**src/rtl/pipe_hazard_unit_if.sv**
```systemverilog
// Hazard-unit signal bundle: pipeline-stage hazard inputs and the
// forward/stall/flush/statistics outputs. The pipeline side is the master.
interface pipe_hazard_unit_if;
  logic       PCSrcE, PCSrc, RegWrite, MemtoRegE, BranchTakenE, PCSrcD;
  logic [3:0] WA3E, RA1D, RA2D, RA1E, RA2E;
  logic       StatClr;
  logic [1:0] ForwardAE, ForwardBE;
  logic       StallF, StallD, FlushD, FlushE;
  logic [15:0] StallCount, FlushCount;

  modport master (
    output PCSrcE, PCSrc, RegWrite, MemtoRegE, BranchTakenE, PCSrcD,
           WA3E, RA1D, RA2D, RA1E, RA2E, StatClr,
    input  ForwardAE, ForwardBE, StallF, StallD, FlushD, FlushE,
           StallCount, FlushCount
  );

  modport slave (
    input  PCSrcE, PCSrc, RegWrite, MemtoRegE, BranchTakenE, PCSrcD,
           WA3E, RA1D, RA2D, RA1E, RA2E, StatClr,
    output ForwardAE, ForwardBE, StallF, StallD, FlushD, FlushE,
           StallCount, FlushCount
  );
endinterface

```
**src/rtl/pipe_hazard_unit.sv**
```systemverilog
// Pipeline hazard unit: E-stage operand forwarding from M/W, load-use stall,
// PC-write stall/flush, and saturating stall/flush statistics counters.
module phu_fwd (
  input  logic [3:0] ra,
  input  logic       reg_write_m,
  input  logic [3:0] wa3_m,
  input  logic       reg_write_w,
  input  logic [3:0] wa3_w,
  output logic [1:0] fwd
);
  // R15 is the PC; its writes are never forwarded. M wins over W.
  always_comb begin
    fwd = 2'b00;
    if (reg_write_m && ra == wa3_m && wa3_m != 4'hF)      fwd = 2'b10;
    else if (reg_write_w && ra == wa3_w && wa3_w != 4'hF) fwd = 2'b01;
  end
endmodule

module pipe_hazard_unit (
  input logic             clk,
  input logic             reset,
  pipe_hazard_unit_if.slave hz
);
  localparam int STAGES = 2;   // M, W
  localparam int NUM_OPS = 2;  // A, B operands

  typedef struct packed {
    logic       reg_write;
    logic [3:0] wa3;
    logic       pc_src;
  } wb_t;

  wb_t              wb_e;
  wb_t [STAGES:1]   wb_pipe;  // [1]=M, [2]=W

  assign wb_e = '{reg_write: hz.RegWrite, wa3: hz.WA3E, pc_src: hz.PCSrc};

  always_ff @(posedge clk or negedge reset) begin
    if (!reset) begin
      wb_pipe <= '0;
    end else begin
      wb_pipe[1] <= wb_e;
      wb_pipe[2] <= wb_pipe[1];
    end
  end

  logic [NUM_OPS-1:0][3:0] ra_e;
  logic [NUM_OPS-1:0][1:0] fwd;
  assign ra_e = {hz.RA2E, hz.RA1E};

  for (genvar i = 0; i < NUM_OPS; i++) begin : g_fwd
    phu_fwd u_fwd (
      .ra          (ra_e[i]),
      .reg_write_m (wb_pipe[1].reg_write),
      .wa3_m       (wb_pipe[1].wa3),
      .reg_write_w (wb_pipe[2].reg_write),
      .wa3_w       (wb_pipe[2].wa3),
      .fwd         (fwd[i])
    );
  end

  assign hz.ForwardAE = fwd[0];
  assign hz.ForwardBE = fwd[1];

  logic ldr_stall, pc_wr_pending;

  assign ldr_stall = hz.MemtoRegE && hz.RegWrite && hz.WA3E != 4'hF &&
                     (hz.RA1D == hz.WA3E || hz.RA2D == hz.WA3E);
  assign pc_wr_pending = hz.PCSrcD | hz.PCSrcE | wb_pipe[1].pc_src;

  assign hz.StallF = ldr_stall | pc_wr_pending;
  assign hz.StallD = ldr_stall;
  assign hz.FlushD = pc_wr_pending | wb_pipe[2].pc_src | hz.BranchTakenE;
  assign hz.FlushE = ldr_stall | hz.BranchTakenE;

  logic [15:0] stall_cnt, flush_cnt;

  // Clear beats increment; counters stick at all-ones.
  always_ff @(posedge clk or negedge reset) begin
    if (!reset) begin
      stall_cnt <= '0;
      flush_cnt <= '0;
    end else if (hz.StatClr) begin
      stall_cnt <= '0;
      flush_cnt <= '0;
    end else begin
      if (hz.StallF && stall_cnt != 16'hFFFF)                 stall_cnt <= stall_cnt + 16'd1;
      if ((hz.FlushD || hz.FlushE) && flush_cnt != 16'hFFFF)  flush_cnt <= flush_cnt + 16'd1;
    end
  end

  assign hz.StallCount = stall_cnt;
  assign hz.FlushCount = flush_cnt;
endmodule

```
**src/flat_wrapper.sv**
```systemverilog
// flat-port wrapper written by rule: the top's interface ports become plain ports
module pipe_hazard_unit_flat 
  (clk, reset, hz_PCSrcE, hz_PCSrc, hz_RegWrite, hz_MemtoRegE, hz_BranchTakenE, hz_PCSrcD, hz_WA3E, hz_RA1D, hz_RA2D, hz_RA1E, hz_RA2E, hz_StatClr, hz_ForwardAE, hz_ForwardBE, hz_StallF, hz_StallD, hz_FlushD, hz_FlushE, hz_StallCount, hz_FlushCount);
  pipe_hazard_unit_if hz_i ();
  input logic clk;
  input logic reset;
  input wire logic [$bits(hz_i.PCSrcE)-1:0] hz_PCSrcE;
  input wire logic [$bits(hz_i.PCSrc)-1:0] hz_PCSrc;
  input wire logic [$bits(hz_i.RegWrite)-1:0] hz_RegWrite;
  input wire logic [$bits(hz_i.MemtoRegE)-1:0] hz_MemtoRegE;
  input wire logic [$bits(hz_i.BranchTakenE)-1:0] hz_BranchTakenE;
  input wire logic [$bits(hz_i.PCSrcD)-1:0] hz_PCSrcD;
  input wire logic [$bits(hz_i.WA3E)-1:0] hz_WA3E;
  input wire logic [$bits(hz_i.RA1D)-1:0] hz_RA1D;
  input wire logic [$bits(hz_i.RA2D)-1:0] hz_RA2D;
  input wire logic [$bits(hz_i.RA1E)-1:0] hz_RA1E;
  input wire logic [$bits(hz_i.RA2E)-1:0] hz_RA2E;
  input wire logic [$bits(hz_i.StatClr)-1:0] hz_StatClr;
  output wire logic [$bits(hz_i.ForwardAE)-1:0] hz_ForwardAE;
  output wire logic [$bits(hz_i.ForwardBE)-1:0] hz_ForwardBE;
  output wire logic [$bits(hz_i.StallF)-1:0] hz_StallF;
  output wire logic [$bits(hz_i.StallD)-1:0] hz_StallD;
  output wire logic [$bits(hz_i.FlushD)-1:0] hz_FlushD;
  output wire logic [$bits(hz_i.FlushE)-1:0] hz_FlushE;
  output wire logic [$bits(hz_i.StallCount)-1:0] hz_StallCount;
  output wire logic [$bits(hz_i.FlushCount)-1:0] hz_FlushCount;
  assign hz_i.PCSrcE = hz_PCSrcE;
  assign hz_i.PCSrc = hz_PCSrc;
  assign hz_i.RegWrite = hz_RegWrite;
  assign hz_i.MemtoRegE = hz_MemtoRegE;
  assign hz_i.BranchTakenE = hz_BranchTakenE;
  assign hz_i.PCSrcD = hz_PCSrcD;
  assign hz_i.WA3E = hz_WA3E;
  assign hz_i.RA1D = hz_RA1D;
  assign hz_i.RA2D = hz_RA2D;
  assign hz_i.RA1E = hz_RA1E;
  assign hz_i.RA2E = hz_RA2E;
  assign hz_i.StatClr = hz_StatClr;
  assign hz_ForwardAE = hz_i.ForwardAE;
  assign hz_ForwardBE = hz_i.ForwardBE;
  assign hz_StallF = hz_i.StallF;
  assign hz_StallD = hz_i.StallD;
  assign hz_FlushD = hz_i.FlushD;
  assign hz_FlushE = hz_i.FlushE;
  assign hz_StallCount = hz_i.StallCount;
  assign hz_FlushCount = hz_i.FlushCount;
  pipe_hazard_unit u_core (.clk(clk), .reset(reset), .hz(hz_i));
endmodule
```
**config.mk**
```make
export PLATFORM = sky130hd
export DESIGN_NAME = pipe_hazard_unit_flat
export DESIGN_NICKNAME = d
export VERILOG_FILES = /design/src/rtl/pipe_hazard_unit_if.sv /design/src/rtl/pipe_hazard_unit.sv /design/src/flat_wrapper.sv
export SDC_FILE = /design/constraint.sdc
export NUM_CORES = 1
export LEC_CHECK = 0
export ABC_AREA = 1
export BUFFER_PORTS_ARGS = -buffer_cell sky130_fd_sc_hd__buf_4
export CORE_AREA = 4 4 74 90
export DETAILED_ROUTE_END_ITERATION = 6
export DIE_AREA = 0 0 78 94
export PLACE_DENSITY = 0.79
export SYNTH_ARGS = -nofsm -noshare
export SYNTH_HDL_FRONTEND = slang
export SYNTH_HIERARCHICAL = 1
export SYNTH_SLANG_ARGS = --single-unit
export TNS_END_PERCENT = 5
```
**constraint.sdc**
```tcl
create_clock -name clk -period 1.85 [get_ports clk]
set_input_delay 0.2775 -clock clk [delete_from_list [all_inputs] [get_ports clk]]
set_output_delay 0.2775 -clock clk [all_outputs]
set_load 0.05 [all_outputs]
```
==> results.cfg, run 1 <==
[synth]
synth-seq-cells = 44
yosys_warnings = 6
syn_area_mm2 = 0.003113
netlist_instances = 477
yosysUniqueCellTypes = 28
ys_seq_area_share_pct = 35.37
synth_area_per_cell_um2 = 6.526
synth_fp_nets = 508

[clock_network]
cts_buffers = 5
cts_tree = yes
htreeDepth = 2
cts.sinks = 44
clk_pin_slew_ps = 90
clock-root-buffer = clkbuf_8
clock_latency_ps = 300
cts_max_path_buffers = 2

[pwr]
peakVddDrop_mv = 0.4052
power.density_mw_per_mm2 = 506.8
p_leak_nw = 2.205

[placed_design]
dp_slack_ps = 125.0
portBuffers = 68
gp_congestion = 0.8757
place_hpwl_um = 5741

[worst_setup_path]
cp.required_ps = 1570
worstSetupStartpoint = u_core/wb_pipe[8]
critPathBufInv = 2
cp.arrival_ps = 1400
cp-end-kind = primary output
cpPeakStageDelay_ps = 460
path_depth = 7
crit_family = flip-flops
cp_cell_sequence = inv_1, nand2_1, nand2_1, nor2_1, nand3_1, nor2_1, buf_4
r2r_cells = 9
worst_path_max_delay_cell = dfrtp_1
criticalPathCategory = reg -> out
rrSetupSlack_ps = 180
cp-start-kind = flip-flop
crit_path_max_fanout = 6
r2r_start = u_core/hz.FlushCount[1]
r2r_end = u_core/hz.FlushCount[10]

[cells_and_area]
utilization_pct = 66.89
diodes = 0
drive_above_1_share_pct = 22.26
regArea_mm2 = 0.001110
syn2layout_area_growth_pct = 25.84
nNetsFinal = 587
multiInputGateArea_mm2 = 0.001684
fillers = 519

[hold_path]
hold_depth = 1
hold_start = hz_PCSrc
hp-class = in -> reg
hold-path-endpoint = u_core/wb_pipe[0]

[job]
drv_cap = 0

[floorplanning]
die_width_um = 78
core_area_mm2 = 0.005857
die_y_um = 94
ios = 69
rows = 31
start_util_pct = 53.15
die_area_mm2 = 0.007332

[timing]
rsz0062_at_grt = false
finClkSkew_ps = 8.254
period_needed_ps = 1673
fmax_mhz = 597.8
drv_slew = 0
tightest_slew_ps = 543.9
min_period_over_period_pct = 90.43
slew_headroom_pct = 63.74
fin_ws_ps = 177.1
setup_viol_count_final = 0
hold_viol_final = 0

[grt]
grt-ovfl-total = 0
grt_usage_pct = 21.73
grt_pass1_wl_um = 13170
grt_max_degree = 64
antenna_found_initial = 0
grt_pass1_vias = 3029

[drt]
highest_layer = met4
first_pass_iters = 4
wl_per_cell_um = 12.03
drt_wl_total_um = 7686
viasPerCell = 5.044
m1WireLength_um = 3235
final_antenna_net_count = 0
wl_met3_um = 370
route.met2.wl_um = 3978
vias = 3223
drt_iter0_drc = 188
drc_errors = 0

[status]
outcome = completed
-- worst max-delay path by stage --
stage	endpoint	slack [ps]
floorplan	u_core/hz.FlushCount[14]	-40
global placement	u_core/hz.FlushCount[0]	180
detailed placement	u_core/hz.FlushCount[4]	130
CTS	u_core/hz.FlushCount[4]	90
global route	u_core/hz.FlushCount[6]	10
finish	hz_ForwardBE[0]	180
-- kinds of logic after synthesis --
group	count (synthesis)	synth area share (%)
compound gates	7	1.527
simple gates	326	47.55
flops	44	35.37
fa+ha+maj	2	0.8037
xor+xnor	14	3.939
buf+inv	84	10.81
-- state kept, by name (all words and copies together), names as in the netlist --
name and cells:
u_core/wb_pipe 12, u_core/hz.FlushCount 16, u_core/hz.StallCount 16
-- worst register-to-register path, cell delays in order (launching register included) --
cell	delay, ps
dfrtp_2	410
ha_1	190
nand2_1	110
nor2_4	120
nand3_1	90
nor2_2	130
nand3_4	170
buf_12	200
nand4_1	80
nand2_1	60
-- synth_stat cells --
| library cell | instances | share of area, % |
|---|---|---|
| nand3_1 | 47 | 7.6 |
| a21oi_1 | 2 | 0.32 |
| or2_2 | 1 | 0.20 |
| xnor2_1 | 3 | 0.84 |
| nand3_4 | 1 | 0.56 |
| buf_1 | 3 | 0.36 |
| nand3_2 | 4 | 1.3 |
| nor2_4 | 1 | 0.36 |
| a21o_1 | 1 | 0.24 |
| o21bai_1 | 3 | 0.72 |
| nor2_1 | 52 | 6.3 |
| nor2_2 | 7 | 1.4 |
| clkbuf_1 | 2 | 0.24 |
| inv_2 | 7 | 0.84 |
| o21a_1 | 1 | 0.24 |
| ha_1 | 2 | 0.80 |
| xor2_1 | 11 | 3.1 |
| nand2_2 | 3 | 0.60 |
| buf_8 | 1 | 0.48 |
| inv_1 | 65 | 7.8 |
| nand4_2 | 1 | 0.40 |
| nand2_1 | 162 | 20 |
| nor3_1 | 6 | 0.96 |
| buf_2 | 5 | 0.80 |
| dfrtp_1 | 44 | 35 |
| nand4_1 | 40 | 8.0 |
| nand2_4 | 1 | 0.36 |
| buf_4 | 1 | 0.24 |
-- per-stage QoR --
stage / total power [mW] / instance area (um^2) / hold slack (ps) / instances / setup TNS, ps
2_1_floorplan: 1.238 / 3118 / -18.09 / 477 / -387.8
3_3_place_gp: 1.375 / 3787 / 306.9 / 628 / 0
3_5_place_dp: 1.383 / 3787 / 306.9 / 628 / 0
4_1_cts: 2.000 / 3890 / 79.78 / 637 / 0
5_1_grt: 2.073 / 3918 / 78.39 / 639 / 0
6_report: 1.985 / 3918 / 83.95 / 639 / 0
-- repair_timing --
action | in CTS | in global routing
hold buffers | 1 | 0
gates resized for setup | 0 | 4
hold endpoints to repair | 44 | 0
endpoints found under the setup margin | 0 | 19
buffers inserted | 0 | 2
-- cell usage in the layout (no fill, tap or decap) --
cell	netlist	layout
nand4_2	1	1
a21oi_1	2	2
nand2_1	162	162
clkinvlp_4	0	2
dfrtp_2	0	7
inv_1	65	65
or2_2	1	1
dlygate4sd3_1	0	1
nor2_4	1	1
nand3_4	1	1
nor2_1	52	52
dfrtp_1	44	37
clkbuf_8	0	5
ha_1	2	2
a21o_1	1	1
xor2_1	11	11
nand4_1	40	40
o21a_1	1	1
nand2_8	0	1
nand3_2	4	4
xnor2_1	3	3
inv_2	7	7
o21bai_1	3	3
nor3_1	6	6
buf_12	0	2
nand2_2	3	3
nand3_1	47	47
buf_4	1	81
clkinv_4	0	1
nor2_2	7	7
-- final cells by class --
type                            count  area share (%)
Inverter                           72           6.899
Tap cell                           82           2.619
Clock inverter                      3          0.6068
Clock buffer                        5           1.757
Sequential cell                    44           28.33
Timing Repair Buffer               84           16.80
Multi-Input combinational cell    349           42.99
-- where the power goes --
part / leakage, nW / switching (mW) / internal [mW]
Clock: 0.0404 / 0.353 / 0.268
Sequential: 0.574 / 0.0345 / 0.989
Combinational: 1.59 / 0.216 / 0.124
Total: 2.21 / 0.604 / 1.38
-- metal layers --
| metal | track usage (%) | vias up |
|---|---|---|
| li1 | - | 1666 |
| met1 | 26.74 | 1451 |
| met2 | 39.29 | 95 |
| met3 | 2.399 | 11 |
| met4 | 7.434 | 0 |
| met5 | 0 | - |
Power figures use the tool's default switching activity.
==> run 2: changes to the inputs <==
- ABC_AREA: 1 -> default
- CORE_AREA: 4 4 74 90 -> 4 4 69 83
- DIE_AREA: 0 0 78 94 -> 0 0 73 87
- PLACE_DENSITY: 0.79 -> 0.77
==> run 2 against run 1 <==
The run now ends with setup timing left. Critical path depth is 2 higher. Synthesized cell count shrank 48%. Clock power up 18%. Maximum frequency down 13%. Sequential share of layout area increased by 1.6 points. Register-to-register slack got worse by 260 ps. Highest routed layer unchanged.
==> results.cfg, run 2 <==
[drt]
wl_met3_um = 390
drt_iter0_drc = 168
vias = 2455
highest_layer = met4
first_pass_iters = 4
m1WireLength_um = 2602
wl_per_cell_um = 15.72
route.met2.wl_um = 3634
viasPerCell = 5.696
drt_wl_total_um = 6774
drc_errors = 0
final_antenna_net_count = 0

[hold_path]
hold-path-endpoint = u_core/wb_pipe[0]
hold_depth = 1
hp-class = in -> reg
hold_start = hz_PCSrc

[synth]
yosys_most_used_dff = dfrtp_1
synth_area_leaders = dfrtp_1 (44%), xnor2_1 (6.7%), a21oi_1 (4.0%), nor2_1 (3.3%), xor2_1 (3.2%)
yosys.area.top_type = dfrtp_1
synth_top_cells_by_count = dfrtp_1 (44), nor2_1 (22), a21oi_1 (20)
yosysUniqueCellTypes = 49
ys_seq_area_share_pct = 44.33
synth_area_per_cell_um2 = 9.935
yosys_warnings = 6
yosysTopAreaCellShare_pct = 44.33
netlist_instances = 250
yosys.cell_count.top_type = dfrtp_1
synth_fp_nets = 281
synthArstFlopShare_pct = 100.0
synth_edf_count = 0
syn_area_mm2 = 0.002484
synth-seq-cells = 44

[timing]
fin_setup_tns_ps = -568.5
fin_ws_ps = -79.24
min_period_over_period_pct = 104.3
hold_viol_final = 0
slew_headroom_pct = 62.02
fmax_mhz = 518.3
finClkSkew_ps = 14.32
rsz0062_at_grt = true
setup_viol_count_final = 14
whs_ps = 83.55
period_needed_ps = 1929
tightest_slew_ps = 569.7
drv_slew = 0

[cells_and_area]
drive_above_1_share_pct = 48.79
fillers = 350
postLayoutCellArea_mm2 = 0.003755
utilization_pct = 76.01
syn2layout_area_growth_pct = 51.18
mostFrequentLayoutCells = buf_4 (115), dfrtp_1 (27), nor2_1 (22), a21oi_1 (20), dfrtp_2 (17)
nNetsFinal = 401
final_common_cell = buf_4
instances_no_fill = 431
diodes = 0

[placed_design]
gp_congestion = 0.8507
dp_slack_ps = -360.7
place_inst = 416
dpl_cell_area_mm2 = 0.003406
place_hpwl_um = 4786
portBuffers = 68

[pwr]
p_comb_share_pct = 18.4
intPower_mw = 1.568
pwr-share-seq_pct = 47.5
power_switching_uw = 585.1
total_power_mw = 2.153
clkPwrFrac_pct = 34.1
power.density_mw_per_mm2 = 573.4
sw_frac_of_total_pct = 27.18
p_leak_nw = 1.655
peakVddDrop_mv = 0.4806

[worst_setup_path]
r2r_end = u_core/hz.FlushCount[0]
crit_path_max_fanout = 5
cp.arrival_ps = 2100
r2r_cells = 9
cp.required_ps = 2030
rrSetupSlack_ps = -80
cp-end-kind = flip-flop
r2r_start = u_core/hz.FlushCount[1]
criticalPathCategory = reg -> reg
cp-start-kind = flip-flop

[floorplanning]
rows = 28
die_area_mm2 = 0.006351
start_util_pct = 50.28
ios = 69
core_area_mm2 = 0.004940
die_y_um = 87
die_width_um = 73

[clock_network]
cts_buffers = 5
clock_latency_ps = 310
clk_pin_slew_ps = 80
cts_max_path_buffers = 2
cts.sinks = 44
cts_tree = yes
htreeDepth = 2
clock-root-buffer = clkbuf_8

[grt]
grt_pass1_vias = 2433
antenna_found_initial = 0
grt_pass1_wl_um = 10950
grt-ovfl-total = 0
grt_max_degree = 45
grt_usage_pct = 21.84

[status]
violations = setup timing
outcome = finished with violations

[job]
drv_cap = 0
run 2: cells by family (layout without fill, tap and decap cells):
group / count (synthesis) / count (layout) / share of synthesized area (%)
AOI/OAI and AO/OA: 58 / 59 / 17.43
xor gates and xnor gates: 28 / 28 / 9.874
adders and majority gates: 2 / 2 / 1.007
buffers and inverters: 16 / 136 / 3.174
DFF: 44 / 44 / 44.33
muxes: 2 / 2 / 0.8564
and+or+nand+nor: 100 / 100 / 23.33
run 2: what timing repair did:
item,4_1_cts,5_1_grt
endpoints found under the setup margin,26,31
hold endpoints to repair,44,0
cloned,1,0
resized for setup,14,22
hold buffers,1,0
setup buffers,3,3
pin swaps,4,13
run 2: worst max-delay path by stage:
stage                                  from                       end  slack [ps]  depth (start not counted)
CTS                 u_core/hz.FlushCount[1]  u_core/hz.FlushCount[13]         -90                          7
global route        u_core/hz.FlushCount[1]   u_core/hz.FlushCount[0]        -150                          9
finish              u_core/hz.FlushCount[1]   u_core/hz.FlushCount[0]         -80                          9
detailed placement               hz_WA3E[1]  u_core/hz.FlushCount[13]        -360                          9
global placement                 hz_WA3E[1]  u_core/hz.StallCount[13]        -320                          8
floorplan           u_core/hz.StallCount[0]   u_core/hz.StallCount[6]        -330                          8
run 2: per-layer routing:
metal | track usage [%] | vias up
met5 | 0 | -
met4 | 7.886 | 0
met3 | 4.503 | 15
met2 | 40.03 | 81
met1 | 24.45 | 1195
li1 | - | 1164
run 2: critical path, stage by stage (launching register included):
cell and delay [ps]:
dfrtp_2 430, ha_4 170, and3_4 150, and3_4 180, nand4_1 160, buf_4 160
a21boi_4 240, buf_4 160, xnor2_2 100, nor2_1 50
run 2: cell type report:
| class | instances | area, um^2 | share of cell area, % |
|---|---|---|---|
| flip-flops and latches | 44 | 1122 | 29.89 |
| clock inverters | 3 | 42.54 | 1.133 |
| inverters | 8 | 37.54 | 0.9997 |
| repair buffers | 120 | 922.1 | 24.56 |
| clock buffers | 5 | 68.82 | 1.833 |
| multi-input cells | 191 | 1486 | 39.59 |
| well taps | 60 | 75.07 | 1.999 |
run 2: power groups by stage:
| stage | combinational, mW | clock, mW | sequential, mW |
|---|---|---|---|
| finish | 0.397 | 0.735 | 1.02 |
| global route | 0.427 | 0.797 | 1.02 |
| CTS | 0.376 | 0.749 | 1.02 |
| detailed placement | 0.360 | 0 | 1.03 |
| global placement | 0.354 | 0 | 1.03 |
| floorplan | 0.141 | 0 | 1.08 |
==> run 3: changes to the inputs <==
--- a/config.mk
+++ b/config.mk
@@ -7,7 +7,7 @@
 export LEC_CHECK = 0
 export BUFFER_PORTS_ARGS = -buffer_cell sky130_fd_sc_hd__buf_4
-export CORE_AREA = 4 4 69 83
+export CORE_AREA = 2 2 67 81
 export DETAILED_ROUTE_END_ITERATION = 6
-export DIE_AREA = 0 0 73 87
+export DIE_AREA = 0 0 69 83
 export PLACE_DENSITY = 0.77
 export SYNTH_ARGS = -nofsm -noshare
==> constraint.sdc (replaced) <==
create_clock -name clk -period 1.85 [get_ports clk]
set_input_delay 0.2775 -clock clk [delete_from_list [all_inputs] [get_ports clk]]
set_output_delay 0.2775 -clock clk [all_outputs]
set_load 0.1 [all_outputs]
==> run 3 against run 2 <==
Die area decreased by 9.8%. Via count increased by 1.1%. Sequential cell count did not move. Routed wire length up 1.2%. Largest cell class unchanged. Combinational power grew 19%. Register-to-register slack worse by 90 ps. The flow still finishes with violations (setup timing).
==> results.cfg, run 3 (synthesis gave the netlist of run 2 again) <==
[drt]
viasPerCell = 5.788
drt_wl_total_um = 6855
drc_errors = 0
final_antenna_net_count = 0
first_pass_iters = 4
vias = 2483
wl_per_cell_um = 15.98
drt_iter0_drc = 154

[placed_design]
place_hpwl_um = 4723
gp_congestion = 0.8209
portBuffers = 68
place_inst = 412

[floorplanning]
die_area_mm2 = 0.005727
rows = 28
die_y_um = 83
core_area_mm2 = 0.004905
die_width_um = 69
ios = 69
start_util_pct = 50.64

[pwr]
intPower_mw = 1.477
power_switching_uw = 645.0
peakVddDrop_mv = 0.4958
pwr-share-seq_pct = 48.2
p_leak_nw = 1.615
power.density_mw_per_mm2 = 555.0
p_comb_share_pct = 22.3
sw_frac_of_total_pct = 30.40
clkPwrFrac_pct = 29.6

[worst_setup_path]
cp-end-kind = flip-flop
r2r_end = u_core/hz.FlushCount[12]
criticalPathCategory = reg -> reg
rrSetupSlack_ps = -170
cp.arrival_ps = 2200
cp.required_ps = 2030
cp-start-kind = flip-flop
crit_path_max_fanout = 4
r2r_start = u_core/hz.FlushCount[0]
r2r_cells = 9

[clock_network]
htreeDepth = 2
cts_tree = yes
cts.sinks = 44
cts_max_path_buffers = 2
clock_latency_ps = 300
clk_pin_slew_ps = 90
cts_buffers = 5
clock-root-buffer = clkbuf_8

[timing]
fmax_mhz = 495.9
fin_ws_ps = -166.5
finClkSkew_ps = 9.587
min_period_over_period_pct = 109.0
whs_ps = 85.40
tightest_slew_ps = 553.6
period_needed_ps = 2016
slew_headroom_pct = 63.09
rsz0062_at_grt = true
drv_slew = 0
hold_viol_final = 0
setup_viol_count_final = 31

[grt]
grt_usage_pct = 24.28
grt-ovfl-total = 0
grt_pass1_wl_um = 11470
antenna_found_initial = 0
grt_max_degree = 45
grt_pass1_vias = 2538

[cells_and_area]
instances_no_fill = 429
regArea_mm2 = 0.001160
fillers = 346
drive_above_1_share_pct = 51.49
syn2layout_area_growth_pct = 53.90
diodes = 0
multiInputGateArea_mm2 = 0.001484
mostFrequentLayoutCells = buf_4 (103), nor2_1 (22)
nNetsFinal = 399
final_common_cell = buf_4

[hold_path]
hp-class = in -> reg
hold_depth = 1
hold_start = hz_PCSrc
hold-path-endpoint = u_core/wb_pipe[0]

[status]
outcome = finished with violations
violations = setup timing

[job]
drv_cap = 0
==> run 3: changes by cell type in the layout (fill, tap and decap cells not counted), sizes merged <==
| cell | change |
|---|---|
| buf | -2 |
| clkbuf | +2 |
| bufinv | -1 |
| clkinv | -1 |
==> run 3: power by group through the flow <==
stage | Sequential, mW | Clock [mW] | Combinational [mW]
3_5_place_dp | 1.04 | 0 | 0.433
6_report | 1.02 | 0.627 | 0.472
2_1_floorplan | 1.14 | 0 | 0.163
3_3_place_gp | 1.04 | 0 | 0.423
5_1_grt | 1.03 | 0.680 | 0.501
4_1_cts | 1.02 | 0.642 | 0.464
==> run 3: worst max path at each step <==
stage,from,to,slack (ps),cells past startpoint
after floorplan,u_core/hz.StallCount[0],u_core/hz.StallCount[6],-420,8
after global placement,hz_WA3E[1],u_core/hz.FlushCount[9],-340,9
after detailed placement,hz_WA3E[1],u_core/hz.FlushCount[9],-370,9
after CTS,u_core/hz.FlushCount[0],u_core/hz.FlushCount[1],-120,9
after global routing,u_core/hz.FlushCount[0],u_core/hz.FlushCount[9],-260,9
final,u_core/hz.FlushCount[0],u_core/hz.FlushCount[12],-170,9
==> run 3: final cells by class <==
type	count	share of cell area, %
Timing Repair Buffer	118	25.50
Clock inverter	1	0.1964
Multi-Input combinational cell	191	38.82
Tap cell	60	1.964
Inverter	8	0.9165
Sequential cell	44	30.34
Clock buffer	7	2.259
==> run 3: metrics by stage <==
stage	setup TNS, ps	setup WS [ps]	util, %	cell area, um^2	total power, mW
floorplan	-11320	-420.5	-	2577	1.303
global placement	-7169	-335.8	69.92	3430	1.462
detailed placement	-8114	-367.4	69.92	3430	1.475
CTS	-1582	-117.9	76.51	3752	2.129
global route	-5384	-262.7	77.93	3822	2.207
finish	-2678	-166.5	77.93	3822	2.122
==> run 3: what timing repair did <==
item | 4_1_cts | 5_1_grt
buffers inserted | 7 | 0
pin swaps | 20 | 7
cloned | 1 | 0
setup endpoints to repair | 31 | 39
hold endpoints to repair | 44 | 0
hold buffers | 1 | 0
resized for setup | 40 | 15
==> run 3: critical path, cell delays in order, from the launching register on <==
cell       delay [ps]
dfrtp_4           430
ha_4              130
and3_4            170
and3_4            180
nand4_1           230
buf_4             230
buf_4             150
o2111ai_2          90
xor2_1            220
nor2_1             70
==> run 3: per-layer routing <==
| metal | part of all wire [%] | GRT usage, % |
|---|---|---|
| met3 | 5.0 | 5.218 |
| met4 | 2.0 | 10.16 |
| met1 | 38 | 27.54 |
| met5 | 0 | 0 |
| met2 | 55 | 43.62 |
